<file path="src/rtl/instr_fetch.sv">
// instr_fetch: two-state (REQ/VALID) instruction fetch unit with jump/branch next-PC selection.
// Optional consumed-instruction counter on port fetch_cnt when IFETCH_PERF_CNT_EN is defined.
module instr_fetch #(
    parameter logic [31:0] RESET_PC = 32'h0000_0000
) (
    input  logic        clk,
    input  logic        rst_n,
    output logic        imem_req,
    output logic [31:0] imem_addr,
    input  logic        imem_ready,
    input  logic [31:0] imem_rdata,
    input  logic        stall,
    input  logic        jump,
    input  logic        branch_taken,
    output logic        instr_valid,
    output logic [31:0] instr,
    output logic [5:0]  op,
    output logic [5:0]  func,
    output logic [31:0] pc_out
`ifdef IFETCH_PERF_CNT_EN
    ,
    output logic [31:0] fetch_cnt
`endif
);
    typedef enum logic {S_REQ, S_VALID} state_t;

    state_t      state_q, state_d;
    logic [31:0] pc_q, pc_d;
    logic [31:0] instr_q, instr_d;
    logic [31:0] pc_plus4, br_off, next_pc;
    logic        consume;

    always_comb begin
        pc_plus4 = pc_q + 32'd4;
        br_off   = {{14{instr_q[15]}}, instr_q[15:0], 2'b00};
        next_pc  = jump ? {pc_plus4[31:28], instr_q[25:0], 2'b00} :
                   branch_taken ? pc_plus4 + br_off : pc_plus4;
        consume  = (state_q == S_VALID) && !stall;
        state_d  = state_q;
        pc_d     = pc_q;
        instr_d  = instr_q;
        // imem_ready is only honoured while requesting; in VALID the held word is frozen
        if (state_q == S_REQ && imem_ready) begin
            instr_d = imem_rdata;
            state_d = S_VALID;
        end
        if (consume) begin
            pc_d    = next_pc;
            state_d = S_REQ;
        end
    end

    always_ff @(posedge clk or negedge rst_n) begin
        if (!rst_n) begin
            state_q <= S_REQ;
            pc_q    <= RESET_PC;
            instr_q <= 32'h0;
        end else begin
            state_q <= state_d;
            pc_q    <= pc_d;
            instr_q <= instr_d;
        end
    end

    assign imem_req    = (state_q == S_REQ);
    assign imem_addr   = pc_q;
    assign instr_valid = (state_q == S_VALID);
    assign instr       = instr_q;
    assign op          = instr_q[31:26];
    assign func        = instr_q[5:0];
    assign pc_out      = pc_q;

`ifdef IFETCH_PERF_CNT_EN
    logic [31:0] cnt_q, cnt_d;

    always_comb cnt_d = consume ? cnt_q + 32'd1 : cnt_q;

    always_ff @(posedge clk or negedge rst_n) begin
        if (!rst_n) cnt_q <= 32'h0;
        else        cnt_q <= cnt_d;
    end

    assign fetch_cnt = cnt_q;
`endif
endmodule

</file>
<file path="config.mk">
export PLATFORM = sky130hd
export DESIGN_NAME = instr_fetch
export DESIGN_NICKNAME = d
export VERILOG_FILES = /design/src/rtl/instr_fetch.sv
export SDC_FILE = /design/constraint.sdc
export NUM_CORES = 1
export LEC_CHECK = 0
export CORE_ASPECT_RATIO = 0.7
export CORE_UTILIZATION = 30
export DETAILED_ROUTE_END_ITERATION = 16
export GPL_ROUTABILITY_DRIVEN = 0
export PLACE_DENSITY = 0.65
export SLEW_MARGIN = 20
export SYNTH_ARGS = -nofsm -noshare
export SYNTH_HDL_FRONTEND = slang
export SYNTH_SLANG_ARGS = --single-unit
</file>
<file path="constraint.sdc">
create_clock -name clk -period 10.8 [get_ports clk]
set_input_delay 2.16 -clock clk [delete_from_list [all_inputs] [get_ports clk]]
set_output_delay 2.16 -clock clk [all_outputs]
set_load 0.01 [all_outputs]
</file>
==> results.md <==
* Min Clock Period, post-route at 4.613 ns
* Fillers at around 1.8k
* Clock Path Buffers at 2
* Detailed-route vias per instance at 5.154
* Starting DRT DRC Count at between 300 and 400
* Initial antenna violation count at 0
* Placed cell count at 950
* WHS at about 0.54 ns
* Metal2 WL at approximately 6.3 mm
* Crit. End Element: flip-flop
* First-pass GRT wire length at approximately 26 mm
* Wirelength, routed at between 15 and 20 mm
* CP Cell Sequence: clkdlybuf4s50_1 > buf_4 > clkinv_1 > nand2_1 > and3_1 > a31oi_1 > o22ai_1 > a31oi_1
* Detailed placement HPWL at about 12 mm
* I/O pin total at roughly 150
* Unrepaired setup endpoints after global routing: no
* Leak at about 3 nW
* Critical path peak fanout at 26
* Worst EP required at between 10 and 15 ns
* Maximum clock rate at 216.8 MHz
* Final cell count without fillers at just under 1k
* Syn_area_per_cell at just under 9 sq um
* Die H at between 100 and 150 um
* DR top layer: met4
* Yosys warnings at 0
* Number of port buffers at around 140
* Hold Buf Count CTS at 0
* Crit-path most repeated cell: a31oi_1
* Core Region at 0.01801 sq mm
* DR pass1 iterations at 7
* Final setup vio count at 0
* Die width at between 150 and 200 um
* Layout cell share with drive strength beyond 1 at 10.00%
* Most used flip-flop cell after synthesis: dfrtp_1
* Worst EP arrival at roughly 4.8 ns
* Final Max Tran Viols at 0
* Cells after Synth at between 600 and 700
* Ant. Diodes at 0
* Hold Vio Cnt, Final at 0
* Final nets at 801
* Commonest cells in the netlist: dfrtp_1, nand2_1, buf_4, o21ai_0, a21oi_1
* Vias in the first global route at ~4.5k
* Clock Tree Root: clkbuf_16
* TritonCTS Buffers at 9
* Setup Skew at just over 0.01 ns
* Setup TNS at 0 ns
* Netlist cell types at between 60 and 70
* Vias at approximately 5k
* Startpoint type of the worst setup path: primary input
* Clock Pin Slew Worst Setup and Hold Paths at ~0.070 ns
* Seq/Total Area, Yosys at between 20% and 30%
* Maxcap violations at 0
* Die area at between 0.015 and 0.02 sq mm
* Top post-synthesis cells by area: dfrtp_1, ha_1, mux2_2, buf_4, nand2_1
* Number of synthesized flops with an enable pin at 0
* Row Count at 41
* ANT nets after route at 0
* CP peak stage delay at 0.71 ns
* PD cells at 285.4 mW/mm^2
* Area delta synth->final at 29.19%
* Mapped cell area at roughly 0.0055 sq mm
* Clock tree sinks at 63
* Worst slew margin at 27.78%
* Global Route Usage Sum at 17.58%
* Post-CTS setup buffers at 0
* GR Overflow Total at 0
* CTS H-tree depth at 3
* Initial core utilization at roughly 31%
* VDD IR max at 0.1035 mV
* Latest clock arrival within the worst-skew pair at between 0.3 and 0.4 ns
* Critical-path top delay cell: clkinv_1
* Async set-reset flop share out of synthesis at 100.0%
* WL/cell at about 17 um
* CTS tree: done
* WL met3 at ~1.2 mm
* Final period util at a little over two fifths
* Number of gates resized after CTS at 0
* Status: finished clean
* Pin slew with the least headroom to its limit at around 1.1 ns
* M1 WL at about 8.5 mm
* Post-route DRC at 0
* Cell with the most instances after synthesis: dfrtp_1
* #FFs+latches synth at 63
* Largest net degree at the start of global routing at 64
* Synth top area share at 28.58%
* Crit Path Category: in -> reg
* Leading area contributor after synthesis: dfrtp_1
* Worst hold path type: reg -> reg
report_power, final:
group | internal (mW) | leakage (nW) | switching (mW)
registers | 0.312 | 0.742 | 0.146
logic | 0.634 | 2.12 | 0.652
clock network | 0.165 | 0.138 | 0.125
layout make-up:
class                      instances  area, sq um  share of cell area, %
multi-input combinational        493         3466                  48.63
sequential                        63         1577                  22.12
timing repair buffer             147         1456                  20.44
tap                              236        295.3                  4.143
clock buffer                      10        239.0                  3.353
clock inverter                     6        52.55                 0.7374
inverter                          11        41.29                 0.5794
through the flow:
stage | setup slack, ns | cell area, sq um | total power, mW | utilization [%]
global placement | 5.899 | 6835 | 1.726 | 37.96
global route | 6.012 | 7127 | 2.190 | 39.58
floorplan | 7.269 | 5528 | 1.318 | -
CTS | 6.221 | 7127 | 2.031 | 39.58
detailed placement | 5.850 | 6835 | 1.727 | 37.96
finish | 6.187 | 7127 | 2.034 | 39.58
cells by family (layout without fill, tap and decap cells):
logic type / count (synthesis) / after routing / synth area share [%]
xor gates and xnor gates: 49 / 49 / 7.780
AOI/OAI and AO/OA: 171 / 171 / 20.50
other: 1 / 4 / 0.06798
adders and majority gates: 38 / 38 / 8.755
DFF: 63 / 63 / 28.58
and+or+nand+nor: 190 / 190 / 17.17
muxes: 41 / 41 / 8.165
buffers and inverters: 85 / 174 / 8.982
registers in the layout (all words and copies together), names as in the netlist:
name	flops
imem_addr	30
instr	32
instr_valid	1
cell usage in the layout (no fill, tap or decap), drive strengths merged, types with 4 or more instances in the layout:
| master | n |
|---|---|
| clkdlybuf4s50 | 142 |
| dfrtp | 63 |
| nand2 | 63 |
| o21ai | 50 |
| a21oi | 43 |
| nor2 | 43 |
| ha | 37 |
| mux2 | 32 |
| a21o | 29 |
| xor2 | 25 |
| xnor2 | 24 |
| nand3 | 20 |
| inv | 13 |
| nand4 | 10 |
| nor4 | 10 |
| clkbuf | 10 |
| a211oi | 10 |
| mux2i | 9 |
| nor3 | 9 |
| and3 | 8 |
| or3 | 6 |
| nand2b | 6 |
| o22ai | 5 |
| a31oi | 5 |
| nor2b | 5 |
| buf | 5 |
| o21bai | 5 |
| conb | 4 |
per-layer routing:
layer / GRT usage (%) / vias to the layer above
met3: 4.366 / 13
met1: 27.41 / 2350
met2: 23.83 / 183
met4: 3.704 / 0
met5: 0 / -
li1: - / 2433
final timing paths:
path	from	to	slack (ns)	cells past startpoint
max	jump	imem_addr[28]	6.19	8
min	instr[27]	instr[27]	0.54	1
max reg2reg	imem_addr[4]	imem_addr[23]	6.47	16
min reg2reg	instr[27]	instr[27]	0.54	1
max in group asynchronous	rst_n	imem_addr[29]	8.21	2
min in group asynchronous	rst_n	instr[10]	1.99	2
worst max-delay path: cells and delay by family:
family | cells | cell delay (ns)
AOI/OAI and AO/OA | 3 | 0.29
and+or+nand+nor | 2 | 0.88
buffers and inverters | 3 | 1.45
No activity file was read; power rests on OpenSTA's default activity.
